[src/rtl/video_timing_gen.sv]
// Parametrised raster timing generator: pixel coordinates plus registered
// data-enable, sync and line/frame start pulses for any HxV mode with porches.
module video_timing_gen #(
  parameter int HACTIVE = 128,
  parameter int HFP     = 0,
  parameter int HSYNC   = 0,
  parameter int HBP     = 0,
  parameter int VACTIVE = 128,
  parameter int VFP     = 0,
  parameter int VSYNC   = 0,
  parameter int VBP     = 0,
  parameter bit HS_POL  = 1'b1,
  parameter bit VS_POL  = 1'b1,
  localparam int HTOTAL = HACTIVE + HFP + HSYNC + HBP,
  localparam int VTOTAL = VACTIVE + VFP + VSYNC + VBP,
  localparam int XW     = (HTOTAL > 1) ? $clog2(HTOTAL) : 1,
  localparam int YW     = (VTOTAL > 1) ? $clog2(VTOTAL) : 1
) (
  input  logic          clk,
  input  logic          rst_n,
  input  logic          ce,
  input  logic          restart,
  output logic [XW-1:0] x,
  output logic [YW-1:0] y,
  output logic          de,
  output logic          hsync,
  output logic          vsync,
  output logic          line_start,
  output logic          frame_start
);

  localparam logic [XW-1:0] X_LAST   = XW'(HTOTAL - 1);
  localparam logic [YW-1:0] Y_LAST   = YW'(VTOTAL - 1);
  localparam int            HS_BEGIN = HACTIVE + HFP;
  localparam int            HS_END   = HACTIVE + HFP + HSYNC;
  localparam int            VS_BEGIN = VACTIVE + VFP;
  localparam int            VS_END   = VACTIVE + VFP + VSYNC;

  logic [XW-1:0] x_nx;
  logic [YW-1:0] y_nx;
  logic          adv;
  logic          ls_nx;
  logic          fs_nx;
  logic          de_nx;
  logic          hs_nx;
  logic          vs_nx;

  // Next position; restart outranks ce so a restart edge always lands on (0,0).
  always_comb begin
    // NOTE: every always_comb output gets a default first so no path can infer a latch.
    x_nx  = x;
    y_nx  = y;
    adv   = 1'b0;
    ls_nx = 1'b0;
    fs_nx = 1'b0;
    if (restart) begin
      x_nx  = '0;
      y_nx  = '0;
      adv   = 1'b1;
      ls_nx = 1'b1;
      fs_nx = 1'b1;
    end else if (ce) begin
      adv = 1'b1;
      if (x == X_LAST) begin
        x_nx  = '0;
        ls_nx = 1'b1;
        if (y == Y_LAST) begin
          y_nx  = '0;
          fs_nx = 1'b1;
        end else begin
          y_nx = y + YW'(1);
        end
      end else begin
        x_nx = x + XW'(1);
      end
    end
  end

  // Decode the upcoming position so the registered flags line up with x,y.
  always_comb begin
    de_nx = (int'(x_nx) < HACTIVE) && (int'(y_nx) < VACTIVE);
    hs_nx = ((int'(x_nx) >= HS_BEGIN) && (int'(x_nx) < HS_END)) ? HS_POL : ~HS_POL;
    vs_nx = ((int'(y_nx) >= VS_BEGIN) && (int'(y_nx) < VS_END)) ? VS_POL : ~VS_POL;
  end

  always_ff @(posedge clk or negedge rst_n) begin
    if (!rst_n) begin
      x           <= '0;
      y           <= '0;
      de          <= 1'b0;
      hsync       <= ~HS_POL;
      vsync       <= ~VS_POL;
      line_start  <= 1'b0;
      frame_start <= 1'b0;
    end else begin
      // NOTE: sequential state uses non-blocking assignments so all registers update together.
      x           <= x_nx;
      y           <= y_nx;
      line_start  <= ls_nx;
      frame_start <= fs_nx;
      if (adv) begin
        de    <= de_nx;
        hsync <= hs_nx;
        vsync <= vs_nx;
      end
    end
  end

endmodule

[config.mk]
export PLATFORM = sky130hd
export DESIGN_NAME = video_timing_gen
export DESIGN_NICKNAME = d
export VERILOG_FILES = /design/src/rtl/video_timing_gen.sv
export SDC_FILE = /design/constraint.sdc
export NUM_CORES = 1
export LEC_CHECK = 0
export BUFFER_PORTS_ARGS = -buffer_cell sky130_fd_sc_hd__buf_4
export CAP_MARGIN = 10
export CORE_AREA = 2 2 43 45
export DETAILED_ROUTE_END_ITERATION = 7
export DIE_AREA = 0 0 45 47
export PLACE_DENSITY = 0.9
export SLEW_MARGIN = 15
export SYNTH_ARGS = -nofsm -noshare
export SYNTH_HDL_FRONTEND = slang
export SYNTH_SLANG_ARGS = --single-unit
[constraint.sdc]
create_clock -name clk -period 2.4 [get_ports clk]
set_input_delay 0.24 -clock clk [delete_from_list [all_inputs] [get_ports clk]]
set_output_delay 0.24 -clock clk [all_outputs]
set_load 0.05 [all_outputs]
======== Word level (Yosys, flattened, before mapping) ========
Cells that the tools add are included.
word-level totals
  register bits after elaboration ......... 17
  latch bits .............................. 0
  memory bits (writable) .................. 0
  memory bits (read-only) ................. 0
  output and inout bits ................... 19
  memories ................................ 0
cells by class
  add/sub/neg operators ................... 2
  multipliers ............................. 0
  div/mod/pow operators ................... 0
  order comparisons ....................... 0
  equality and inequality tests ........... 2
  shifts and indexed selects .............. 0
  mux-type cells .......................... 16
  bitwise logic cells ..................... 0
  reductions and logical operators ........ 3
operator list
  operator               number
  $mux W7                7
  $add A7 B1 Y7 const B  2
  $eq A7 B7 Y1 const B   2
  $mux W1                9
  $reduce_bool A2 Y1     2
  $reduce_and A2 Y1      1

======== Logic depth before layout (Yosys ltp) ========
  depth after elaboration ................. 5
  mapped depth ............................ 6
  gate-level depth less buffers ........... 6

======== Worst setup path before layout ========
No wires, ideal clock.
  path kind ............................... reg-to-reg
  start ................................... register x[0]
  end ..................................... register y[5]
  setup time .............................. 80 ps
  arrival ................................. 1901 ps
  required time ........................... 2320 ps
  setup slack ............................. 419 ps
  cell stages (with the launch flop) ...... 6
  path buffers ............................ 0
  clock period less this slack ............ 1981 ps
  cell sequence ........................... dfrtp_1 > ha_1 > and4_4 > a41oi_4 > or4_1 > o211ai_2
on the way
  longest elaborated chain between the ends .. 3
RTL lines
  element                              line  text
  start: declaration                   23    output logic [XW-1:0] x,
  start signal: assignment             97    x <= x_nx;
  $eq A7 B7 Y1                         64    if (x == X_LAST) begin
  $reduce_bool A2 Y1 (no source line)  -
  $reduce_and A2 Y1 (no source line)   -
  end signal: assignment               98    y <= y_nx;
  end: declaration                     24    output logic [YW-1:0] y,
No other way between the ends.
A chain may end at the register's enable or synchronous reset.

======== Final worst setup path ========
  start ................................... register x[0]
  end ..................................... register y[2]
The elaborated chain is that of the path after synthesis.

==> results.sh <==
export IMPL_final_setup_worst_slack_ns=0.625
export IMPL_post_dp_cell_area_um2=1010
export IMPL_finalCritPeriodShare_pct=73.9
export IMPL_cts_hold_buf=1
export IMPL_dp_cells=116
export IMPL_portBuffers=20
export IMPL_synthTopCellsByCount="dfrtp_1 (17), nor2_1 (9), nand2_1 (5)"
export IMPL_cts_setup_buffers=0
export IMPL_fin_nets=111
export IMPL_clk_pin_slew_worst_paths_ns=0.10
export IMPL_overflow=0
export IMPL_yosysUniqueCellTypes=33
export IMPL_rsz0062_at_grt="no"
export IMPL_core_area_um2=1650
export IMPL_cts_sinks=17
export IMPL_async_reset_ff_share_pct=100
export IMPL_setup_viol=0
export IMPL_startpoint_type="flop"
export IMPL_synth_top_area_share_pct=49.3
export IMPL_numCtsBuffers=3
export IMPL_grt_use_total_pct=17.8
export IMPL_num_antenna_cells=0
export IMPL_yosys_top_cells_area="dfrtp_1 (49%), nor2_1 (3.9%), a41oi_4 (3.2%)"
export IMPL_switching_share_pct=32.0
export IMPL_routed_via_count=684
export IMPL_synthCells=82
export IMPL_peakVddDrop_mv=0.349
export IMPL_fmax_mhz=564
export IMPL_die_x_um=45
export IMPL_combPwrFrac_pct=20.9
export IMPL_drc=0
export IMPL_die_h_um=47
export IMPL_r2r_setup_slack_ns=0.63
export IMPL_synth_edff_count=0
export IMPL_routed_wl_um=1710
export IMPL_fill_cells=148
export IMPL_fin_skew_ns=0.00346
export IMPL_synth_seq_cells=17
export IMPL_cts_htree_levels=1
export IMPL_syn_area_per_cell_um2=10.5
export IMPL_fin_cells=121
export IMPL_critical_path_class="reg2reg"
export IMPL_floorplan_initialDensity_pct=52.2
export IMPL_min_period_ns=1.77
export IMPL_power_switching_mw=0.189
export IMPL_outcome="completed"
export IMPL_ys_flop_type="dfrtp_1"
export IMPL_critPathMaxFanout=7
export IMPL_pwr_share_clk_pct=25.9
export IMPL_grt_pass1_vias=576
export IMPL_yosysWarnings=0
export IMPL_drv_cap=0
export IMPL_clk_path_buf_depth=2
export IMPL_drive_gt1_share_pct=26.0
export IMPL_row_count=15
export IMPL_cp_required_ns=2.58
export IMPL_final_hold_viol_count=0
export IMPL_io_pins=23
export IMPL_dieArea_um2=2120
export IMPL_dpl_worst_slack_ns=0.638
export IMPL_yosysSeqAreaShare_pct=49.3
export IMPL_gp_congestion=0.858
export IMPL_cts_resized=0
export IMPL_synthesis_area_um2=862
export IMPL_endpoint_kind="flop"
export IMPL_antenna_left=0
export IMPL_antenna_found_initial=0
export IMPL_vias_per_cell=5.65
export IMPL_detail_route_wl_per_cell_um=14.1
export IMPL_maxSlewViolCount=0
export IMPL_p_int_mw=0.401
export IMPL_hpwlAfterDp_um=1270
export IMPL_setup_tns_ns=0
export IMPL_grt_pass1_wl_um=2700
export IMPL_clk_latency_ns=0.29
export IMPL_final_area_um2=1040
export IMPL_fin_hold_ws_ns=0.219
export IMPL_leakage_nw=0.477
export IMPL_yosys_area_top_type="dfrtp_1"
export IMPL_yosysMostFrequentCell="dfrtp_1"
export IMPL_cts_tree="yes"
export IMPL_hold_class="in2reg"
export IMPL_grt_max_degree=18
export IMPL_syn2layout_area_growth_pct=21.0
export IMPL_drt_initial_drc_count=5
export IMPL_worstPathArrival_ns=1.96
export IMPL_p_per_area_nw_per_um2=565
export IMPL_ctsRootBufferMaster="clkbuf_4"
export IMPL_firstDrtPassIters=2
export IMPL_seqPwrFrac_pct=53.2
-- logic make-up (layout without fill, tap and decap cells) --
family	Yosys count	count (layout)	synth area share, %
multiplexers	1	1	1.16
AO/OA/AOI/OAI	14	14	14.2
adder cells (fa/ha/maj)	2	2	2.90
other	1	2	0.435
buffers and inverters	6	27	4.35
XOR/XNOR	6	6	6.10
AND/OR/NAND/NOR	35	35	21.5
flip-flops	17	17	49.3
-- worst max-delay path: stages (launching register included) --
cell and delay, ns:
dfrtp_1 0.43, ha_1 0.22, and4_4 0.26, a41oi_4 0.15
inv_1 0.22, o21ai_0 0.13, a22o_1 0.24
-- placed cells by master (no fill, tap or decap), drive strengths merged, types with 2 or more instances in the layout --
master / instances
inv: 2
dfrtp: 17
nor2: 9
conb: 2
or3: 2
nand2b: 2
and2: 2
xnor2: 3
xor2: 3
ha: 2
nand4: 4
clkbuf: 4
buf: 20
a22o: 2
o21ai: 4
nand3: 4
nand2: 5
a21oi: 2
-- final timing paths --
| kind | from | end | depth (start not counted) |
|---|---|---|---|
| max in group asynchronous | rst_n | y[5]$_DFFE_PN0P_ | 2 |
| min reg2reg | de$_DFFE_PN0P_ | de$_DFFE_PN0P_ | 1 |
| min | ce | de$_DFFE_PN0P_ | 2 |
| max | x[0]$_DFFE_PN0P_ | y[2]$_DFFE_PN0P_ | 6 |
| min in group asynchronous | rst_n | x[6]$_DFFE_PN0P_ | 2 |
| max reg2reg | x[0]$_DFFE_PN0P_ | y[2]$_DFFE_PN0P_ | 6 |
-- power by group through the flow --
stage               Sequential [mW]  Clock (mW)  Combinational [mW]
global placement              0.318           0               0.120
global route                  0.316       0.166               0.132
floorplan                     0.362           0              0.0420
CTS                           0.314       0.155               0.124
finish                        0.314       0.153               0.123
detailed placement            0.319           0               0.123
-- layout make-up --
| type | count | area (µm²) | share of cell area, % |
|---|---|---|---|
| Sequential cell | 17 | 425 | 40.8 |
| Multi-Input combinational cell | 60 | 403 | 38.6 |
| Timing Repair Buffer | 21 | 160 | 15.3 |
| Clock buffer | 4 | 26.3 | 2.52 |
| Tap cell | 17 | 21.3 | 2.04 |
| Inverter | 2 | 7.51 | 0.719 |
-- state kept, by name (all words and copies together) (netlist names) --
| register | count |
|---|---|
| x | 7 |
| y | 7 |
| de | 1 |
| frame_start | 1 |
| line_start | 1 |
-- stage by stage --
| stage | util [%] | total power [mW] |
|---|---|---|
| final | 63.2 | 0.589 |
| after global routing | 63.2 | 0.614 |
| after CTS | 63.2 | 0.593 |
| after detailed placement | 61.0 | 0.442 |
| after global placement | 61.0 | 0.438 |
| after floorplan | - | 0.404 |
-- metal layers --
metal	part of all wire, %	GRT usage, %	vias up
li1	-	-	333
met1	46	23.8	329
met2	48	27.7	18
met3	5.3	4.23	4
met4	1.2	7.65	0
met5	0	0	-
No activity file was read; power rests on OpenSTA's default activity.
